--- src/rtl/gpio_in.sv ---
// Memory-mapped GPIO input block: two-flop synchroniser, optional prescaled debounce,
// write-1-to-clear edge status and a level interrupt for enabled pending edges.
module gpio_in #(
    parameter logic [21:0] BASE_PAGE = 22'd2,
    parameter int          NPINS     = 8
) (
    input  logic             clk,
    input  logic             rstn,
    input  logic [NPINS-1:0] gpio_i,
    input  logic [31:0]      data_addr,
    input  logic             datamem_rd,
    input  logic [3:0]       datamem_wr,
    input  logic [7:0]       data_wr0,
    input  logic [7:0]       data_wr1,
    input  logic [7:0]       data_wr2,
    input  logic [7:0]       data_wr3,
    output logic [31:0]      data_rd,
    output logic             irq
);

    logic [NPINS-1:0] sync1_q, sync2_q, stable_q, stable_d, sample_q, sample_d;
    logic [15:0]      presc_q, presc_d, deb_q, deb_d, ie_q, ie_d, status_q, status_d;
    logic [15:0]      set_s, w1c_s, wmask_s, wdata_s;
    logic [31:0]      data_rd_q, data_rd_d, rd_word_s;
    logic             sel_s;
    logic [1:0]       offset_s;

    // Lanes 2/3 and the aliased address bits are deliberately not decoded.
    logic unused_ok_s;
    assign unused_ok_s = ^{data_addr[9:4], data_addr[1:0], data_wr2, data_wr3, datamem_wr[3:2]};

    assign sel_s    = (data_addr[31:10] == BASE_PAGE);
    assign offset_s = data_addr[3:2];
    assign wmask_s  = {{8{datamem_wr[1]}}, {8{datamem_wr[0]}}};
    assign wdata_s  = {data_wr1, data_wr0};

    // Register writes, debounce/prescaler and edge-status next state.
    always_comb begin
        ie_d     = ie_q;
        deb_d    = deb_q;
        w1c_s    = 16'h0000;
        stable_d = stable_q;
        sample_d = sample_q;
        presc_d  = presc_q;
        set_s    = 16'h0000;
        if (sel_s) begin
            case (offset_s)
                2'b01:   ie_d  = (ie_q & ~wmask_s) | (wdata_s & wmask_s);
                2'b10:   w1c_s = wdata_s & wmask_s;
                2'b11:   deb_d = (deb_q & ~wmask_s) | (wdata_s & wmask_s);
                default: ie_d  = ie_q;
            endcase
        end else begin
            ie_d = ie_q;
        end
        if (deb_q == 16'h0000) begin
            stable_d = sync2_q;
            presc_d  = 16'h0000;
        end else if (presc_q == 16'h0000) begin
            // A bit only moves when it matched at two consecutive ticks.
            presc_d  = deb_q;
            sample_d = sync2_q;
            stable_d = (sync2_q & ~(sync2_q ^ sample_q)) | (stable_q & (sync2_q ^ sample_q));
        end else begin
            presc_d = presc_q - 16'd1;
        end
        if (sel_s && (offset_s == 2'b11) && (datamem_wr[1:0] != 2'b00)) begin
            presc_d = deb_d;
        end else begin
            presc_d = presc_d;
        end
        for (int i = 0; i < NPINS; i++) begin
            set_s[i]     = stable_d[i] & ~stable_q[i];
            set_s[8 + i] = ~stable_d[i] & stable_q[i];
        end
        status_d = (status_q & ~w1c_s) | set_s;
    end

    // Read mux; unused bits read as zero.
    always_comb begin
        rd_word_s = 32'h0000_0000;
        case (offset_s)
            2'b00:   rd_word_s[NPINS-1:0] = stable_q;
            2'b01:   rd_word_s[15:0]      = ie_q;
            2'b10:   rd_word_s[15:0]      = status_q;
            2'b11:   rd_word_s[15:0]      = deb_q;
            default: rd_word_s            = 32'h0000_0000;
        endcase
        if (sel_s && datamem_rd) begin
            data_rd_d = rd_word_s;
        end else begin
            data_rd_d = 32'h0000_0000;
        end
    end

    // All state with synchronous active-low reset.
    always_ff @(posedge clk) begin
        if (!rstn) begin
            sync1_q   <= '0;
            sync2_q   <= '0;
            stable_q  <= '0;
            sample_q  <= '0;
            presc_q   <= 16'h0000;
            deb_q     <= 16'h0000;
            ie_q      <= 16'h0000;
            status_q  <= 16'h0000;
            data_rd_q <= 32'h0000_0000;
        end else begin
            sync1_q   <= gpio_i;
            sync2_q   <= sync1_q;
            stable_q  <= stable_d;
            sample_q  <= sample_d;
            presc_q   <= presc_d;
            deb_q     <= deb_d;
            ie_q      <= ie_d;
            status_q  <= status_d;
            data_rd_q <= data_rd_d;
        end
    end

    assign data_rd = data_rd_q;
    assign irq     = |(status_q & ie_q);

endmodule

--- config.mk ---
export PLATFORM = sky130hd
export DESIGN_NAME = gpio_in
export DESIGN_NICKNAME = d
export VERILOG_FILES = /design/src/rtl/gpio_in.sv
export SDC_FILE = /design/constraint.sdc
export NUM_CORES = 1
export LEC_CHECK = 0
export ABC_AREA = 0
export CAP_MARGIN = 0
export CORE_ASPECT_RATIO = 1.75
export CORE_UTILIZATION = 52
export DETAILED_ROUTE_END_ITERATION = 10
export GPL_ROUTABILITY_DRIVEN = 0
export PLACE_DENSITY = 0.81
export SYNTH_ARGS = -nofsm -noshare
export SYNTH_HDL_FRONTEND = slang
export SYNTH_SLANG_ARGS = --single-unit
--- constraint.sdc ---
create_clock -name clk -period 2.4 [get_ports clk]
set_clock_uncertainty 0.05 [all_clocks]
set_input_delay 0.48 -clock clk [delete_from_list [all_inputs] [get_ports clk]]
set_output_delay 0.48 -clock clk [all_outputs]
set_load 0.02 [all_outputs]
==> results list <==
- Run status: complete, no violations
* Top library cells by usage in the layout, fill and taps aside: 112 x sky130_fd_sc_hd__dfxtp_1, 68 x sky130_fd_sc_hd__clkdlybuf4s50_1, 62 x sky130_fd_sc_hd__nand2_1, 55 x sky130_fd_sc_hd__nor2_1, 49 x sky130_fd_sc_hd__o21ai_0
* Largest family of logic cells by synthesized area: simple AND/OR/NAND/NOR gates
* Boundary pin count: between 100 and 150
* Global-route wire length before repair: 24.0 mm
- Register area share after synthesis: 0.411
- Number of buffers created by CTS: 9
* Number of sinks on the clock net: 112
- Of the post-synthesis cell area, the part taken by muxes is 0.110.
- Post-placement cell area: 6430 um^2
- Synthesis produced a netlist whose cell count is 617.
* Post-synthesis instance area: 5450 um^2
- In this run the worst hold path is classified as flip-flop to flip-flop.
- Crit end category: output port
- Fraction of synthesized cell area in xor and xnor cells: 0.0161
- Relative to the synthesized area, the layout overhead comes to 24.2%.
- Global-route total usage across every layer: 0.293
* Vias post-DR: 5000
- In this run the tool buffered the top-level ports with 69 buffer cells.
* Area share of fa/ha/maj cells after synthesis: 0.00459
* Maximum number of pins on one net before global-route repair: 42
* Tcrit/Tclk final: 0.971
* Cell-by-cell listing of the critical path: a22o_1 > a221oi_1 > buf_4 > nand4_1 > clkdlybuf4s15_1
* Diodes inserted: 0
- In this run the tightest slew margin relative to its limit is 0.608.
* Origin of the critical flop-to-flop path: deb_q[3]$_SDFF_PN0_
* Crit path max fanout: 3
- Following the worst setup path forward leads to its endpoint at irq.
- For the pin with the worst max-slew slack, the measured transition is 586 ps.
- Vias per cell: 6.04
* Final setup vio count: 0
- Type of element launching the critical path: flip-flop
- Max Slew Vio Count: 0
- Die X-Extent: 79.4 um
- Required time of the worst setup path: approximately 1900 ps
* Share of async-settable or async-resettable flops after synthesis: 0
- The multi-input combinational cells in the finished layout cover a total of 2960 um^2.
- For this run, design rule violations remaining after detail routing come to 0.
- Post-CTS setup buffer count: 0
- Of the post-synthesis cell area, the dominant cell type holds 0.411.
- Based on the critical path, the design can be clocked at up to 429 MHz.
- Leading register cell type out of synthesis: sky130_fd_sc_hd__dfxtp_1
* Tmin final: approximately 2300 ps
- The tool flagged a number of max-cap violations equal to 0.
* Clock-pin slew of the registers on the worst-case setup and hold paths: around 70 ps
- The compound-gate portion of the synthesized area was 0.172.
- The initial antenna violation count came to 0.
- Of the total synthesized cell area, the portion taken by AND, OR, NAND and NOR gates is 0.230.
- Counting cells, the worst reg-to-reg path comes to 5.
- RSZ-0062 raised after global routing: false
* CTS tree: built
- After detailed routing, the average wire length per cell comes to 18.6 um.
- Total iterations of the first detailed-routing run: 5
* P_leak: 2.40 nW
* Yosys warning total: 0
- The number of global-route vias before repair came to 4988.
* Area leader, netlist: sky130_fd_sc_hd__dfxtp_1
- The design draws approximately 0.0038 W.
- For this design the ratio of total power to cell area is 563 nW/um^2.
- Remaining antenna violation count after routing: 0
- Worst voltage drop across the vdd grid: 405 uV
- Initial Utilization: 0.532
- For this run, the slowest stage of the critical path takes 360 ps.
- Data arrival, critical path: 1800 ps
* Detailed-route wire length: 15.4 mm
- Core Rows: 49
* Area of the die: 10900 um^2
* Leading cell type in the layout, fill and taps excluded: sky130_fd_sc_hd__dfxtp_1
- Clock tree buffer depth: 2
- Total global routing overflow: 0
- Number of fill cells: 813
- The number of gates resized after CTS was 1.
- Synthesis inferred between 100 and 150 register bits.
- DRT iter0 DRCs: between 400 and 500
* Floorplan die height: 137 um
- Final Hold Viols: 0
* Sequential cell area: around 2200 um^2
- The number of different library cells used by synthesis comes to 53.
- Number of nets in the final layout: ~780
- Post-CTS Hold Buffers: 0
- Cell depth of the worst setup path: 5
* H-tree depth reported by CTS: 3
* Number of enable flip-flop cells after synthesis: 0
* Total non-filler cell area in the finished layout: around 6800 um^2
- In the final layout, the share of cells above drive strength 1 is 0.113.
- Clock Latency Late Sink: 350 ps
- The worst register-to-register path ends at status_q[7]$_SDFF_PN0_.
- In the post-synthesis netlist, the biggest area contributors are sky130_fd_sc_hd__dfxtp_1 41%, sky130_fd_sc_hd__mux2i_1 6.1%, sky130_fd_sc_hd__o21ai_0 4.5%.
- The root buffer cell chosen for the clock tree is sky130_fd_sc_hd__clkbuf_16.
- Crit-path slowest cell: sky130_fd_sc_hd__dfxtp_1
- Critical path class: flip-flop to output port
* Largest delay share family, worst path: buffers and inverters
- Counting both buffers and inverters, the worst setup path holds a total of 2.
- Detailed placement finished with a half-perimeter wire length of 11.4 mm.
- The region available for standard cell placement spans 10200 um^2.
* Per-instance average area after synthesis: 8.83 um^2
- The worst register-to-register path has a setup slack of 80 ps.
metrics by stage:
step           std cells   util  hold WS, ps  TNS, ps  setup WS (ps)
2_1_floorplan        632      -          362        0            462
3_3_place_gp         812  0.628          365     -801          -39.5
3_5_place_dp         812  0.628          367    -3090           -125
4_1_cts              828  0.661          384        0           51.4
5_1_grt              828  0.661          390        0          0.255
6_report             828  0.661          383        0           69.0
power by group:
group | leakage (nW) | internal [W] | switching (W)
combinational | 1.33 | 0.000144 | 0.000147
sequential | 0.908 | 0.00189 | 0.0000243
clock | 0.163 | 0.000948 | 0.000663
total | 2.40 | 0.00298 | 0.000834
worst min path at each step:
stage	startpoint	end	slack, ps	cells after the start
floorplan	sync1_q[0]$_SDFF_PN0_	sync2_q[0]$_SDFF_PN0_	360	1
global placement	sync1_q[7]$_SDFF_PN0_	sync2_q[7]$_SDFF_PN0_	360	1
detailed placement	sync1_q[0]$_SDFF_PN0_	sync2_q[0]$_SDFF_PN0_	370	1
CTS	sync1_q[0]$_SDFF_PN0_	sync2_q[0]$_SDFF_PN0_	380	1
global route	sync1_q[0]$_SDFF_PN0_	sync2_q[0]$_SDFF_PN0_	390	1
finish	sync1_q[7]$_SDFF_PN0_	sync2_q[7]$_SDFF_PN0_	380	1
cell families after synthesis:
logic type / after synthesis
simple gates: 234
compound gates: 151
flops: 112
buf+inv: 58
mux: 49
xor+xnor: 10
fa+ha+maj: 2
other cells: 1
metal layers:
layer / part of all wire / up-vias / global-route usage
met5: 0 / - / 0
met4: 0.076 / 0 / 0.231
met3: 0.054 / 71 / 0.0636
met2: 0.53 / 230 / 0.543
met1: 0.34 / 2361 / 0.269
li1: - / 2338 / -
cells in the mapped netlist, drive strengths merged (11+ instances only):
library cell,count
a22o,12
buf,29
dfxtp,112
a21oi,37
clkbuf,26
and2,18
nand3,20
nor2b,23
nor4,11
mux2i,33
nand2,62
nor2,56
o21ai,49
cell type report:
cell class                      instances  share of cell area
Clock buffer                           10              0.0353
Multi-Input combinational cell        462               0.438
Sequential cell                       112               0.331
Clock inverter                          6              0.0135
Timing Repair Buffer                  108               0.156
Inverter                                3             0.00166
Tap cell                              127              0.0235
Note: power is estimated with default switching activity, not from simulation.
